[config.mk]
export PLATFORM = sky130hd
export DESIGN_NAME = spi_command_decoder
export DESIGN_NICKNAME = d
export VERILOG_FILES = /design/src/rtl/spi_cmd_pkg.sv /design/src/rtl/record_assembler.sv /design/src/rtl/spi_command_decoder.sv
export SDC_FILE = /design/constraint.sdc
export NUM_CORES = 1
export LEC_CHECK = 0
export CAP_MARGIN = 5
export CORE_AREA = 4 4 61 76
export CTS_CLUSTER_DIAMETER = 30
export DETAILED_ROUTE_END_ITERATION = 12
export DIE_AREA = 0 0 65 80
export HOLD_SLACK_MARGIN = 0.12
export MAX_ROUTING_LAYER = met4
export PLACE_DENSITY = 0.77
export SLEW_MARGIN = 15
export SYNTH_ARGS = -nofsm -noshare
export SYNTH_HDL_FRONTEND = slang
export SYNTH_SLANG_ARGS = --single-unit
[constraint.sdc]
create_clock -name clk -period 2.8 [get_ports clk]
set_input_delay 0.28 -clock clk [delete_from_list [all_inputs] [get_ports clk]]
set_output_delay 0.28 -clock clk [all_outputs]
set_load 0.1 [all_outputs]
[src/rtl/spi_cmd_pkg.sv]
// Shared opcodes, FSM states and reply-word layout for the SPI command decoder.
package spi_cmd_pkg;

  localparam logic [7:0] OP_NOP   = 8'h00;
  localparam logic [7:0] OP_CLEAR = 8'h01;
  localparam logic [7:0] OP_WRITE = 8'h02;

  typedef enum logic [1:0] {
    IDLE,
    GET_COUNT,
    LOAD,
    IGNORE
  } state_e;

  // Status bit positions in tx_word, counted down from the MSB.
  localparam int ST_OVF_OFS = 0;
  localparam int ST_BAD_OFS = 1;

endpackage

[src/rtl/record_assembler.sv]
// Staging shift register and word counter for one multi-word FIFO record.
module record_assembler #(
  parameter int WORD_SIZE    = 8,
  parameter int RECORD_WORDS = 2
) (
  input  logic                              clk,
  input  logic                              rst,
  input  logic                              clear,
  input  logic                              shift_en,
  input  logic [WORD_SIZE-1:0]              rx_word,
  output logic [WORD_SIZE*RECORD_WORDS-1:0] stage,
  output logic                              last
);

  localparam int TOTW = WORD_SIZE * RECORD_WORDS;
  localparam int WCW  = $clog2(RECORD_WORDS + 1);

  logic [TOTW-1:0] stage_q, stage_d;
  logic [WCW-1:0]  word_cnt_q, word_cnt_d;

  always_comb begin
    stage_d    = stage_q;
    word_cnt_d = word_cnt_q;
    last       = 1'b0;
    if (clear) begin
      word_cnt_d = '0;
    end else if (shift_en) begin
      // Shift in at the LSB so the first word ends up most significant.
      stage_d = (stage_q << WORD_SIZE) | TOTW'(rx_word);
      if (word_cnt_q == WCW'(RECORD_WORDS - 1)) begin
        last       = 1'b1;
        word_cnt_d = '0;
      end else begin
        word_cnt_d = word_cnt_q + WCW'(1);
      end
    end
  end

  always_ff @(posedge clk or posedge rst) begin
    if (rst) begin
      stage_q    <= '0;
      word_cnt_q <= '0;
    end else begin
      stage_q    <= stage_d;
      word_cnt_q <= word_cnt_d;
    end
  end

  assign stage = stage_q;

endmodule

[src/rtl/spi_command_decoder.sv]
// Opcode FSM between the SPI secondary word stream and the record FIFO;
// commits whole records only and drives the status reply word.
module spi_command_decoder
  import spi_cmd_pkg::*;
#(
  parameter int WORD_SIZE    = 8,
  parameter int RECORD_WORDS = 2,
  parameter int SIZE_WIDTH   = 5
) (
  input  logic                              clk,
  input  logic                              rst,
  input  logic                              spi_cs,
  input  logic [WORD_SIZE-1:0]              rx_word,
  input  logic                              rx_ready,
  output logic [WORD_SIZE-1:0]              tx_word,
  input  logic [SIZE_WIDTH-1:0]             fifo_size,
  input  logic                              fifo_full,
  output logic                              fifo_wr_en,
  output logic [WORD_SIZE*RECORD_WORDS-1:0] fifo_wr_data,
  output logic                              busy,
  output logic                              overflow,
  output logic                              bad_cmd
);

  state_e               state_q, state_d;
  logic [WORD_SIZE-1:0] rec_cnt_q, rec_cnt_d;
  logic                 ovf_q, ovf_d;
  logic                 bad_q, bad_d;
  logic                 wr_en_q, wr_en_d;
  logic [WORD_SIZE-1:0] tx_q, tx_d;
  logic [WORD_SIZE-3:0] size_ext;
  logic                 asm_clear, shift_en, last;

  record_assembler #(
    .WORD_SIZE   (WORD_SIZE),
    .RECORD_WORDS(RECORD_WORDS)
  ) u_asm (
    .clk     (clk),
    .rst     (rst),
    .clear   (asm_clear),
    .shift_en(shift_en),
    .rx_word (rx_word),
    .stage   (fifo_wr_data),
    .last    (last)
  );

  always_comb begin
    state_d   = state_q;
    rec_cnt_d = rec_cnt_q;
    ovf_d     = ovf_q;
    bad_d     = bad_q;
    wr_en_d   = 1'b0;
    asm_clear = 1'b0;
    shift_en  = 1'b0;
    // Chip select high aborts the frame and masks any word in flight.
    if (spi_cs) begin
      state_d   = IDLE;
      rec_cnt_d = '0;
      asm_clear = 1'b1;
    end else if (rx_ready) begin
      case (state_q)
        IDLE: begin
          if (rx_word == WORD_SIZE'(OP_NOP)) begin
            state_d = IDLE;
          end else if (rx_word == WORD_SIZE'(OP_CLEAR)) begin
            ovf_d = 1'b0;
            bad_d = 1'b0;
          end else if (rx_word == WORD_SIZE'(OP_WRITE)) begin
            state_d = GET_COUNT;
          end else begin
            bad_d   = 1'b1;
            state_d = IGNORE;
          end
        end
        GET_COUNT: begin
          rec_cnt_d = rx_word;
          asm_clear = 1'b1;
          state_d   = (rx_word == '0) ? IDLE : LOAD;
        end
        LOAD: begin
          shift_en = 1'b1;
          if (last) begin
            if (fifo_full) ovf_d = 1'b1;
            else           wr_en_d = 1'b1;
            rec_cnt_d = rec_cnt_q - WORD_SIZE'(1);
            if (rec_cnt_q == WORD_SIZE'(1)) state_d = IDLE;
          end
        end
        default: state_d = state_q;
      endcase
    end
  end

  always_comb begin
    size_ext                 = '0;
    size_ext[SIZE_WIDTH-1:0] = fifo_size;
    tx_d                     = '0;
    if (state_q == IDLE) begin
      tx_d[WORD_SIZE-3:0]              = size_ext;
      tx_d[WORD_SIZE-1-ST_OVF_OFS]     = ovf_q;
      tx_d[WORD_SIZE-1-ST_BAD_OFS]     = bad_q;
    end
  end

  always_ff @(posedge clk or posedge rst) begin
    if (rst) begin
      state_q   <= IDLE;
      rec_cnt_q <= '0;
      ovf_q     <= 1'b0;
      bad_q     <= 1'b0;
      wr_en_q   <= 1'b0;
      tx_q      <= '0;
    end else begin
      state_q   <= state_d;
      rec_cnt_q <= rec_cnt_d;
      ovf_q     <= ovf_d;
      bad_q     <= bad_d;
      wr_en_q   <= wr_en_d;
      tx_q      <= tx_d;
    end
  end

  assign fifo_wr_en = wr_en_q;
  assign tx_word    = tx_q;
  assign busy       = (state_q != IDLE);
  assign overflow   = ovf_q;
  assign bad_cmd    = bad_q;

endmodule

==> flow_summary.json <==
{
  "met1_usage_pct": 20.1,
  "grt_max_degree": 39,
  "post_cts_buffers": 0,
  "status": "finished, final reports clean",
  "cts_resized": 0,
  "rrSetupSlack_ns": 0.44,
  "cts_made_buffers": 5,
  "antenna_cells": 0,
  "die_w_um": 65,
  "r2r-end": "state_q[0]$_DFFE_PP0P_",
  "layout_commonest_cell": "dfrtp_1",
  "crit_fanout": 8,
  "synth_edf_count": 0,
  "dp_hpwl_um": 3210,
  "die_h_um": 80,
  "drc": 0,
  "final_cell_mix": "38 x dfrtp_1, 30 x buf_4, 17 x clkdlybuf4s50_1, 16 x mux2_2",
  "clockBufferDepth": 2,
  "routed_wl_um": 4400,
  "io_pins": 46,
  "syn_area_mm2": 0.00186,
  "core_area_mm2": 0.00385,
  "synth_fp_nets": 188,
  "cts_tree": "yes",
  "drv_cap": 0,
  "synth_async_sr_flop_share_pct": 100,
  "grtUsageTotal_pct": 18.1,
  "tns_ns": 0,
  "max_freq_mhz": 423,
  "rr_worst_depth": 6,
  "critPathLaunchType": "flip-flop",
  "portBuffers": 44,
  "seq_area_frac_synth_pct": 51.0,
  "critPathKind": "flip-flop to flip-flop",
  "htree_levels": 2,
  "grt-ovfl-total": 0,
  "cts_sinks": 38,
  "via_per_inst": 5.57,
  "drt_iter0_drc": 71,
  "grt_pass1_vias": 1474,
  "initial_utilization_pct": 48.5,
  "synthFlopType": "dfrtp_1",
  "worstPathArrival_ns": 2.58,
  "vias": 1470,
  "final.setup.worst_slack_ns": 0.438,
  "worstSetupEndpointType": "flip-flop",
  "clock_skew_ns": 0.00389,
  "crit_path_start": "state_q[1]$_DFFE_PP0P_",
  "required_ns": 3.02,
  "finalHoldViolCount": 0,
  "layout.nets": 233,
  "crit_chain": "inv_1, ha_1, nand4bb_2, or4_4, a221oi_2, mux2i_1",
  "rsz0062_at_grt": "no",
  "clockRootBuffer": "clkbuf_8",
  "synth_cells": 165,
  "met2_usage_pct": 31.4,
  "maxSlewHeadroom_pct": 55.5,
  "cpPeakStageDelay_ns": 0.55,
  "fin_crit_ns": 2.36,
  "postCtsHoldBufs": 0,
  "holdWs_ns": 0.401,
  "synthToLayoutAreaGrowth_pct": 26.4,
  "use_met3_pct": 4.37,
  "path_clk_slew_ns": 0.07,
  "cp_slowest_cell": "or4_4",
  "antenna_found_initial": 0,
  "yosysWarnings": 0,
  "layout-drive-gt1-share_pct": 31.0,
  "synth_cell_type_count": 44,
  "antenna_left": 0,
  "clk_latency_ns": 0.29,
  "fin_crit_sh_pct": 84.4,
  "finalSetupViolCount": 0,
  "grt.busiest_layer": "met2",
  "rows": 25,
  "min_path_type": "input pin to async pin",
  "r2r_start": "state_q[1]$_DFFE_PP0P_",
  "syn_avg_cell_area_um2": 11.3,
  "gp_congestion": 0.849,
  "dpl_worst_slack_ns": 0.357,
  "final_max_slew_viol_count": 0,
  "worst_slew_pin_slew_ns": 0.663,
  "wl_per_cell_um": 16.7,
  "dr.pass1.iters": 4,
  "grt_pass1_wl_um": 7070,
  "dieArea_mm2": 0.00520,
  "ys_ff_latch": 38
}
[logic make-up after synthesis]
| logic type | after synthesis | synth area share [%] |
|---|---|---|
| flip-flops | 38 | 51.0 |
| other | 1 | 0.201 |
| AO/OA/AOI/OAI | 37 | 14.2 |
| AND/OR/NAND/NOR | 46 | 15.6 |
| multiplexers | 18 | 10.7 |
| adder cells (fa/ha/maj) | 5 | 3.36 |
| buffers and inverters | 20 | 4.83 |
[flip-flops by register name, summed over array words and instances (netlist names)]
register,count
rec_cnt_q,8
overflow,1
state_q,2
tx_word,7
u_asm.word_cnt_q,2
u_asm.stage,16
bad_cmd,1
fifo_wr_en,1
[synth_stat cells (all sizes together) (3+ instances only)]
| master | number | area, um2 |
|---|---|---|
| dfrtp | 38 | 951 |
| mux2 | 16 | 180 |
| a21oi | 10 | 50.1 |
| inv | 10 | 37.5 |
| nand2 | 10 | 37.5 |
| and2 | 8 | 50.1 |
| clkbuf | 7 | 36.3 |
| nor2 | 6 | 22.5 |
| ha | 5 | 62.6 |
| o21ai | 5 | 25.0 |
| or4 | 5 | 46.3 |
| a221oi | 3 | 32.5 |
| a31oi | 3 | 18.8 |
| nand2b | 3 | 18.8 |
| nand4 | 3 | 18.8 |
| o211ai | 3 | 22.5 |
[final cells by class]
cell class / instances / area [um2]
Fill cell: 333 / 1490
Sequential cell: 38 / 951
Multi-Input combinational cell: 107 / 823
Timing Repair Buffer: 47 / 395
Clock buffer: 5 / 68.8
Tap cell: 54 / 67.6
Inverter: 11 / 41.3
Clock inverter: 2 / 10.0
[through the flow]
step,util [%],cells,cell area (um2)
5_1_grt,61.3,264,2360
4_1_cts,61.3,264,2360
6_report,61.3,264,2360
3_3_place_gp,59.2,257,2280
2_1_floorplan,-,165,1860
3_5_place_dp,59.2,257,2280
[worst max path at each step]
stage	to	slack, ns
after global placement	state_q[1]$_DFFE_PP0P_	0.40
final	state_q[0]$_DFFE_PP0P_	0.44
after global routing	state_q[1]$_DFFE_PP0P_	0.36
after floorplan	state_q[0]$_DFFE_PP0P_	0.59
after detailed placement	state_q[0]$_DFFE_PP0P_	0.36
after CTS	state_q[0]$_DFFE_PP0P_	0.45
[metal layers]
layer | vias up | routed length, um
met5 | - | 0
met4 | 0 | 90
met3 | 13 | 214
met2 | 48 | 2380
met1 | 720 | 1710
li1 | 689 | -
[critical path: cells and delay by family (launching register included)]
family	cells	cell delay [ns]
AOI/OAI and AO/OA	1	0.37
adders and majority gates	1	0.30
buffers and inverters	1	0.07
DFF	1	0.37
muxes	1	0.23
and+or+nand+nor	2	0.94
Power is not shown: default switching activity piles up to over one toggle a cycle in this logic, so the estimate is an artifact.
